**src/rtl/seg_pkg.sv**
```systemverilog
// rtl/seg_pkg.sv - shared constants, types and digit-selection helper for the segment scan blocks
package seg_pkg;

  localparam int SEG_DIGITS  = 8;
  localparam int SEG_IDX_W   = 3;
  localparam int SEG_NIB_W   = 4;
  localparam int SEG_IDX_LSB = 0;
  localparam int SEG_NIB_LSB = 3;

  // {wrap, idx}: wrap is set when the scan falls back to the lowest enabled digit
  typedef struct packed {
    logic                 wrap;
    logic [SEG_IDX_W-1:0] idx;
  } seg_next_t;

  // Lowest enabled digit above cur; otherwise lowest enabled overall (a wrap).
  // With no digit enabled the scan holds cur and still reports a wrap.
  function automatic seg_next_t next_enabled(input logic [SEG_IDX_W-1:0] cur,
                                             input logic [SEG_DIGITS-1:0] mask);
    seg_next_t            res;
    logic                 found_hi;
    logic                 found_lo;
    logic [SEG_IDX_W-1:0] hi_idx;
    logic [SEG_IDX_W-1:0] lo_idx;
    found_hi = 1'b0;
    found_lo = 1'b0;
    hi_idx   = '0;
    lo_idx   = '0;
    for (int i = 0; i < SEG_DIGITS; i++) begin
      if (mask[i] && !found_lo) begin
        found_lo = 1'b1;
        lo_idx   = SEG_IDX_W'(i);
      end
      if (mask[i] && !found_hi && (i > int'(cur))) begin
        found_hi = 1'b1;
        hi_idx   = SEG_IDX_W'(i);
      end
    end
    if (found_hi) begin
      res.wrap = 1'b0;
      res.idx  = hi_idx;
    end else if (found_lo) begin
      res.wrap = 1'b1;
      res.idx  = lo_idx;
    end else begin
      res.wrap = 1'b1;
      res.idx  = cur;
    end
    return res;
  endfunction

endpackage

```
**src/rtl/seg_refresh_prescaler.sv**
```systemverilog
// rtl/seg_refresh_prescaler.sv - free-running divider producing one tick every REFRESH_DIV cycles
module seg_refresh_prescaler #(
  parameter int REFRESH_DIV = 100000,
  parameter int DIV_WIDTH   = 17
) (
  input  logic clk_i,
  input  logic rst_ni,
  output logic tick_o
);

  logic [DIV_WIDTH-1:0] div_cnt_q;
  logic [DIV_WIDTH-1:0] div_cnt_d;

  assign tick_o = (div_cnt_q == DIV_WIDTH'(REFRESH_DIV - 1));

  // Count 0..REFRESH_DIV-1, returning to 0 the cycle after the tick
  always_comb begin
    div_cnt_d = div_cnt_q + 1'b1;
    if (tick_o) begin
      div_cnt_d = '0;
    end
  end

  // Divider register
  always_ff @(posedge clk_i or negedge rst_ni) begin
    if (!rst_ni) begin
      div_cnt_q <= '0;
    end else begin
      div_cnt_q <= div_cnt_d;
    end
  end

endmodule

```
**src/rtl/seg_scan_driver.sv**
```systemverilog
// rtl/seg_scan_driver.sv - 8-digit hex scan driver with frame-aligned shadow commit
module seg_scan_driver
  import seg_pkg::*;
#(
  parameter int REFRESH_DIV = 100000,
  parameter int DIV_WIDTH   = 17
) (
  input  logic        Clk,
  input  logic        Reset,
  input  logic        wr_en,
  input  logic [31:0] wr_data,
  input  logic        mask_wr_en,
  input  logic [7:0]  mask_data,
  output logic [31:0] Seg_Display,
  output logic        pending,
  output logic        frame_done
);

  logic                  tick;
  seg_next_t             nxt;
  logic                  commit;

  logic [SEG_IDX_W-1:0]  cur_idx_q, cur_idx_d;
  logic [SEG_NIB_W-1:0]  nib_q, nib_d;
  logic [SEG_DIGITS-1:0] mask_q, mask_d;
  logic [31:0]           active_q, active_d;
  logic [31:0]           shadow_q, shadow_d;
  logic                  pending_q, pending_d;
  logic                  frame_done_q, frame_done_d;

  seg_refresh_prescaler #(
    .REFRESH_DIV(REFRESH_DIV),
    .DIV_WIDTH  (DIV_WIDTH)
  ) u_prescaler (
    .clk_i (Clk),
    .rst_ni(Reset),
    .tick_o(tick)
  );

  assign nxt    = next_enabled(cur_idx_q, mask_q);
  assign commit = tick && nxt.wrap && pending_q;

  // Shadow/active update, scan step and nibble selection; a write landing on a
  // committing wrap goes straight to active so the newest value wins
  always_comb begin
    active_d     = active_q;
    shadow_d     = shadow_q;
    pending_d    = pending_q;
    cur_idx_d    = cur_idx_q;
    nib_d        = nib_q;
    frame_done_d = 1'b0;
    mask_d       = mask_q;
    if (commit) begin
      active_d  = wr_en ? wr_data : shadow_q;
      pending_d = 1'b0;
      if (wr_en) begin
        shadow_d = wr_data;
      end
    end else if (wr_en) begin
      shadow_d  = wr_data;
      pending_d = 1'b1;
    end
    if (tick) begin
      cur_idx_d    = nxt.idx;
      nib_d        = active_d[{nxt.idx, 2'b00} +: SEG_NIB_W];
      frame_done_d = nxt.wrap;
    end
    if (mask_wr_en) begin
      mask_d = mask_data;
    end
  end

  // State registers; reset drops any uncommitted shadow value
  always_ff @(posedge Clk or negedge Reset) begin
    if (!Reset) begin
      active_q     <= '0;
      shadow_q     <= '0;
      pending_q    <= 1'b0;
      cur_idx_q    <= '0;
      nib_q        <= '0;
      frame_done_q <= 1'b0;
      mask_q       <= '1;
    end else begin
      active_q     <= active_d;
      shadow_q     <= shadow_d;
      pending_q    <= pending_d;
      cur_idx_q    <= cur_idx_d;
      nib_q        <= nib_d;
      frame_done_q <= frame_done_d;
      mask_q       <= mask_d;
    end
  end

  // Pack the registered index and nibble into the downstream word layout
  always_comb begin
    Seg_Display = '0;
    Seg_Display[SEG_IDX_LSB +: SEG_IDX_W] = cur_idx_q;
    Seg_Display[SEG_NIB_LSB +: SEG_NIB_W] = nib_q;
  end

  assign pending    = pending_q;
  assign frame_done = frame_done_q;

endmodule

```
**config.mk**
```make
export PLATFORM = sky130hd
export DESIGN_NAME = seg_scan_driver
export DESIGN_NICKNAME = d
export VERILOG_FILES = /design/src/rtl/seg_pkg.sv /design/src/rtl/seg_refresh_prescaler.sv /design/src/rtl/seg_scan_driver.sv
export SDC_FILE = /design/constraint.sdc
export NUM_CORES = 1
export LEC_CHECK = 0
export BUFFER_PORTS_ARGS = -buffer_cell sky130_fd_sc_hd__buf_2
export CORE_ASPECT_RATIO = 1.2
export CORE_MARGIN = 1
export CORE_UTILIZATION = 50
export DETAILED_ROUTE_END_ITERATION = 8
export PLACE_DENSITY = 0.76
export SLEW_MARGIN = 25
export SYNTH_ARGS = -nofsm -noshare
export SYNTH_HDL_FRONTEND = slang
export SYNTH_HIERARCHICAL = 1
export SYNTH_SLANG_ARGS = --single-unit
export TNS_END_PERCENT = 30
```
**constraint.sdc**
```tcl
create_clock -name Clk -period 5.65 [get_ports Clk]
set_input_delay 0.565 -clock Clk [delete_from_list [all_inputs] [get_ports Clk]]
set_output_delay 0.565 -clock Clk [all_outputs]
set_load 0.1 [all_outputs]
```
==> results of run 1 <==
-- state kept, by name, indices dropped and copies added (netlist names) --
name and flops:
active_q 32, cur_idx_q 3, frame_done 1, mask_q 8, nib_q 4, pending 1
shadow_q 32, u_prescaler/div_cnt_q 17
-- power by group through the flow --
stage | logic (mW) | registers, mW | clock network (mW)
final | 0.255 | 0.766 | 0.611
after global routing | 0.276 | 0.772 | 0.651
after CTS | 0.257 | 0.767 | 0.622
after detailed placement | 0.256 | 0.779 | 0
after global placement | 0.251 | 0.777 | 0
after floorplan | 0.222 | 0.772 | 0
-- layer usage --
layer  vias up  routed length, um
met1      1529               3970
met5         -                  0
li1       1462                  -
met2        72               4540
met4         0                164
met3        13                251
-- logic make-up (layout without fill, tap and decap cells) --
kind of cell,after synthesis,count (layout),share of synthesized area (%)
AO/OA/AOI/OAI,39,39,6.10
XOR/XNOR,14,14,2.51
adder cells (fa/ha/maj),1,1,0.256
buffers and inverters,49,77,6.67
flip-flops,98,98,50.5
multiplexers,112,112,25.3
other,1,26,0.0769
AND/OR/NAND/NOR,77,77,8.62
-- final timing paths --
| check | startpoint | end | slack, ns | depth (start not counted) |
|---|---|---|---|---|
| max | u_prescaler/div_cnt_q[11] | nib_q[2] | 2.22 | 9 |
| max reg2reg | u_prescaler/div_cnt_q[11] | nib_q[2] | 2.22 | 9 |
| max in group asynchronous | Reset | active_q[12] | 4.58 | 2 |
| min reg2reg | u_prescaler/div_cnt_q[0] | u_prescaler/div_cnt_q[0] | 0.49 | 1 |
| min in group Clk | mask_data[4] | mask_q[4] | 0.44 | 3 |
| min | Reset | shadow_q[24] | 0.07 | 1 |
-- through the flow --
| stage | total power [mW] | hold WS (ns) | instances |
|---|---|---|---|
| finish | 1.63 | 0.0689 | 567 |
| global placement | 1.03 | 0.414 | 551 |
| CTS | 1.65 | 0.0652 | 566 |
| floorplan | 0.995 | 0.269 | 415 |
| global route | 1.70 | 0.0780 | 567 |
| detailed placement | 1.04 | 0.427 | 551 |
-- worst max-delay path: cells and delay by family (launching register included) --
kind / cells / cell delay, ns
compound gates: 2 / 0.35
buf+inv: 2 / 0.71
flops: 1 / 0.45
simple gates: 5 / 1.83
-- final cells by class --
type	instances	area, um^2	area share [%]
diodes	1	2.50	0.0461
clock buffers	11	243	4.47
clock inverters	4	51.3	0.945
inverters	7	26.3	0.484
multi-input cells	268	2200	40.5
flip-flops and latches	98	2460	45.4
well taps	123	154	2.83
repair buffers	55	289	5.32
-- cell usage after synthesis (4+ instances only) --
master    number
a21oi_1        5
buf_2          4
buf_4         26
clkbuf_1       8
dfrtp_1       90
dfstp_2        8
inv_1          7
mux2_1         6
mux2_2        80
mux2i_1       25
nand2_1       22
nand3_1        5
nand4_1        4
nor2_1        15
nor2b_1        7
nor3_1         5
o21ai_0        5
o221ai_1       6
o22a_1         4
xnor2_1        9
xor2_1         5
==> metrics.md, run 1 <==
| Metric | Value |
|---|---|
| Max-slew violations | `0` |
| Synth async-reset ratio | `100%` |
| Commonest non-fill, non-tap cell in the layout | `dfrtp_1` |
| Met2 Usage GRT | `32.0%` |
| Mean Syn Cell Area | `12.5 um^2` |
| Largest net degree at the start of global routing | `86` |
| MaxCap Viol Count | `0` |
| Via count | `between 3,000 and 4,000` |
| Buffers on Ports | `52` |
| Synth area leaders | `dfrtp_1, mux2_2, mux2i_1` |
| DIE WIDTH | `around 92 um` |
| Clk sinks | `98` |
| Initial cell density of the core | `51.3%` |
| Most frequent cells in the layout | `dfrtp_1, mux2_2, buf_2, mux2i_1, conb_1` |
| Reg power frac | `46.9%` |
| DP Worst Slack | `1.80 ns` |
| Yosys top cell by area | `dfrtp_1` |
| Final Hold Vio Count | `0` |
| Initial DRT Pass Iterations | `4` |
| Routed wire length | `~8900 um` |
| CP cell instances | `or4_1 -> or4_4 -> nor4_4 -> buf_4 -> nand4_4 -> buf_4 -> nand2_1 -> o221ai_1 -> o221ai_1` |
| Highest clock rate | `291 MHz` |
| Pwr Density | `301 nW/um^2` |
| Critical path class | `reg -> reg` |
| Layout net count | `about 480` |
| Post-Syn Area | `4880 um^2` |
| TritonCTS Buffers | `9` |
| Max incr delay on CP | `0.56 ns` |
| Worst EP required | `5.91 ns` |
| P_int | `1.19 mW` |
| Pleak | `2.50 nW` |
| Netlist cell types | `51` |
| Number of synthesized flops with an enable pin | `0` |
| Clk pwr share | `37.5%` |
| Minimum clock period | `3.43 ns` |
| Skew-Pair Late Insertion Delay | `around 0.35 ns` |
| Root buf cell | `clkbuf_16` |
| Total Routing Usage GR | `19.3%` |
| Rel. slew slack | `48.8%` |
| First-pass GRT wire length | `15,100 um` |
| Post-CTS setup repair buffer count | `0` |
| Kind of end point of the critical path | `register` |
| HP Class | `in -> async` |
| Final setup viols | `0` |
| Residual DRC | `0` |
| GP Congestion | `between 0.7 and 0.8` |
| Worst vdd ir | `0.187 mV` |
| Net Sw Frac | `~27%` |
| Initial antenna violation count | `1` |
| CP Launch Type | `register` |
| Synth Warn # | `6` |
| Fin crit share | `60.7%` |
| Number of global-route vias before repair | `between 3,000 and 4,000` |
| Cell Area, Placed | `5110 um^2` |
| CTS tree | `yes` |
| Fillcell total | `806` |
| Final clock skew | `0.0105 ns` |
| Grt met3 use | `just under 3%` |
| Final ANT Viol Nets | `0` |
| Die H | `110 um` |
| Area Overhead vs Synth | `11.3%` |
| CP Max Fanout | `36` |
| Worst Tran Pin Value | `0.769 ns` |
| Final Util | `57.1%` |
| Slowest CP cell | `or4_1` |
| Register area share after synthesis | `about half` |
| TNS Setup | `0 ns` |
| Critical Path AT | `approximately 3.7 ns` |
| Gate power share | `15.6%` |
| Remaining global-route overflow | `0` |
| Setup ws final | `roughly 2.2 ns` |
| Post-CTS sizing | `0` |
| Outcome | `completed` |
| Ys flop type | `dfrtp_1` |
| Hold buffers post-CTS | `0` |
| Switching pwr | `around 0.44 mW` |
| Core area | `9520 um^2` |
| CTS max path bufs | `2` |
| I/O Pins | `78` |
| Yosys top cell area share | `a little under half` |
| RSZ-0062 raised after global routing | `no` |
| Met1 usage in global routing | `approximately 25%` |
| DRT iter0 DRCs | `106` |
| Gr busiest metal | `met2` |
| Die area | `10,200 um^2` |
| Via-per-instance ratio | `5.43` |
| Worst-path clk slew | `0.07 ns` |
| HPWL Detailed | `between 6000 and 7000 um` |
| Routed len/inst | `15.7 um` |
| FP Rows | `39` |
| Finished Cell Area | `5430 um^2` |
| Synth Register Bits | `between 90 and 100` |
| Post-Syn Instances | `391` |
| Layout cells sized above 1 | `37.5%` |
| # H-tree levels | `3` |
No activity file was read; power rests on OpenSTA's default activity.
==> run 2: changes to the inputs <==
==> constraint.sdc (replaced) <==
create_clock -name Clk -period 3.2 [get_ports Clk]
set_input_delay 0.32 -clock Clk [delete_from_list [all_inputs] [get_ports Clk]]
set_output_delay 0.32 -clock Clk [all_outputs]
set_load 0.1 [all_outputs]
==> metrics.md, run 2 (synthesis results as in run 1) <==
| Metric | Value |
|---|---|
| Cell Area, Placed | `5140 um^2 (+0.69%)` |
| Die area | `10,200 um^2 (unchanged)` |
| Clk sinks | `98 (unchanged)` |
| Worst vdd ir | `0.274 mV (+47%)` |
| Via count | `3,117 (+1.3%)` |
| CTS max path bufs | `2 (unchanged)` |
| R2R depth | `9 (unchanged)` |
| Pleak | `2.52 nW (+0.76%)` |
| R2R Path End | `nib_q[0]` |
| Area Overhead vs Synth | `11.4% (about the same)` |
| Minimum clock period | `2.86 ns (-0.575 ns)` |
| Total Routing Usage GR | `19.4% (+0.16 points)` |
| FP Rows | `39 (unchanged)` |
| CTS tree | `yes` |
| Commonest non-fill, non-tap cell in the layout | `dfrtp_1` |
| HP Class | `in -> async` |
| Pwr Density | `527 nW/um^2 (+75%)` |
| CP Max Fanout | `45 (+25%)` |
| RSZ-0062 raised after global routing | `no` |
| Slowest CP cell | `or4_1` |
| Final Hold Vio Count | `0 (unchanged)` |
| Final Util | `57.1% (about the same)` |
| Crit-path most repeated cell | `o221ai_1` |
| R2r setup slk | `0.34 ns (-1.87 ns)` |
| # H-tree levels | `3 (unchanged)` |
| HPWL Detailed | `6210 um (+0.49%)` |
| Residual DRC | `0 (unchanged)` |
| Initial cell density of the core | `51.3% (unchanged)` |
| Buffers on Ports | `52 (unchanged)` |
| MaxCap Viol Count | `0 (unchanged)` |
| Post-Place Cells | `554 (+0.54%)` |
| Remaining global-route overflow | `0 (unchanged)` |
| DIE WIDTH | `92.2 um (unchanged)` |
| Buf/Inv on CP | `1 (-1)` |
| Via-per-instance ratio | `5.48 (+0.98%)` |
| Root buf cell | `clkbuf_16` |
| Layout cells sized above 1 | `37.4% (about the same)` |
| Largest registers | `active_q x32, shadow_q x32, u_prescaler/div_cnt_q x17` |
| Kind of end point of the critical path | `register` |
| Hold buffers post-CTS | `0 (unchanged)` |
| FF-to-FF Start | `u_prescaler/div_cnt_q[11]` |
| Final ANT Viol Nets | `0 (unchanged)` |
| Critical path class | `reg -> reg` |
| Max-slew violations | `0 (unchanged)` |
| Post-CTS sizing | `0 (unchanged)` |
| Skew-Pair Late Insertion Delay | `0.34 ns (about the same)` |
| Critical Path AT | `3.07 ns (-0.62 ns)` |
| Initial antenna violation count | `0 (-1)` |
| First-pass GRT wire length | `15,200 um (+0.77%)` |
| ANT cells | `0 (-1)` |
| DRT iter0 DRCs | `120 (+13%)` |
| CP cell instances | `or4_1 -> or4_4 -> nor4_4 -> nand4_2 -> buf_4 -> nor2_1 -> a22oi_1 -> o221ai_1 -> o221ai_1` |
| Worst Tran Pin Value | `0.749 ns (-0.0192 ns)` |
| Outcome | `completed` |
| Number of global-route vias before repair | `3,137 (+2.8%)` |
| Worst EP required | `3.41 ns (-2.50 ns)` |
| Setup ws final | `0.344 ns (-1.87 ns)` |
| CP Launch Type | `register` |
| Final Hold Slack | `0.0260 ns (-0.0429 ns)` |
| Max incr delay on CP | `0.54 ns (-0.02 ns)` |
| DP Worst Slack | `0.333 ns (-1.46 ns)` |
| Final setup viols | `0 (unchanged)` |
| Layout net count | `487 (+0.62%)` |
| Overall power | `2.87 mW (+76%)` |
| Worst-path clk slew | `0.06 ns (about the same)` |
| Fin crit share | `89.2% (+29 points)` |
| Top cell family by delay on the critical path | `simple AND/OR/NAND/NOR gates` |
| Post-CTS setup repair buffer count | `0 (unchanged)` |
| Most frequent cells in the layout | `dfrtp_1, mux2_2, buf_2, mux2i_1, conb_1` |
| Largest net degree at the start of global routing | `62 (-28%)` |
| Routed len/inst | `15.6 um (-0.90%)` |
| Final cell count without fillers | `569 (+0.35%)` |
| Highest clock rate | `350 MHz (+20%)` |
| Core area | `9520 um^2 (unchanged)` |
| GP Congestion | `0.892 (+12%)` |
| Die H | `110 um (unchanged)` |
| Routed wire length | `8880 um (-0.55%)` |
| TNS Setup | `0 ns (unchanged)` |
| Initial DRT Pass Iterations | `4 (unchanged)` |
| Rel. slew slack | `50.0% (+1.3 points)` |
| TritonCTS Buffers | `9 (unchanged)` |
| Final clock skew | `0.00935 ns (-0.00118 ns)` |
| Finished Cell Area | `5430 um^2 (about the same)` |
| I/O Pins | `78 (unchanged)` |
run 2: cell types whose count changed in the layout (fill, tap and decap cells not counted), sizes merged:
cell	delta
diode	-1
clkinv	-1
buf	+3
clkbuf	+2
inv	-1
run 2: where the power goes:
part / switching [mW] / internal, mW / leakage [nW]
logic: 0.291 / 0.166 / 1.19
registers: 0.0363 / 1.32 / 1.19
clock network: 0.431 / 0.624 / 0.136
run 2: worst max path at each step:
stage	startpoint	to	slack (ns)	depth (start not counted)
floorplan	u_prescaler/div_cnt_q[11]	nib_q[3]	0.19	8
finish	u_prescaler/div_cnt_q[11]	nib_q[0]	0.34	9
global route	u_prescaler/div_cnt_q[11]	nib_q[0]	0.16	9
global placement	u_prescaler/div_cnt_q[11]	nib_q[3]	0.45	8
CTS	u_prescaler/div_cnt_q[11]	nib_q[0]	0.32	9
detailed placement	u_prescaler/div_cnt_q[11]	nib_q[0]	0.33	9
run 2: final cells by class:
type | count | area [um^2]
clock inverters | 2 | 37.5
inverters | 7 | 26.3
well taps | 123 | 154
clock buffers | 13 | 250
repair buffers | 58 | 320
fillers | 810 | 4080
multi-input cells | 268 | 2180
flip-flops and latches | 98 | 2460
run 2: layer usage:
| layer | wire length [um] | global-route usage (%) |
|---|---|---|
| met3 | 322 | 3.57 |
| met2 | 4470 | 32.1 |
| met5 | 0 | 0 |
| met4 | 190 | 8.04 |
| met1 | 3890 | 25.4 |
run 2: worst reg2reg max path, stage by stage, from the launching register on:
cell	delay, ns
dfrtp_1	0.43
or4_1	0.54
or4_4	0.44
nor4_4	0.18
nand4_2	0.10
buf_4	0.31
nor2_1	0.34
a22oi_1	0.16
o221ai_1	0.11
o221ai_1	0.13
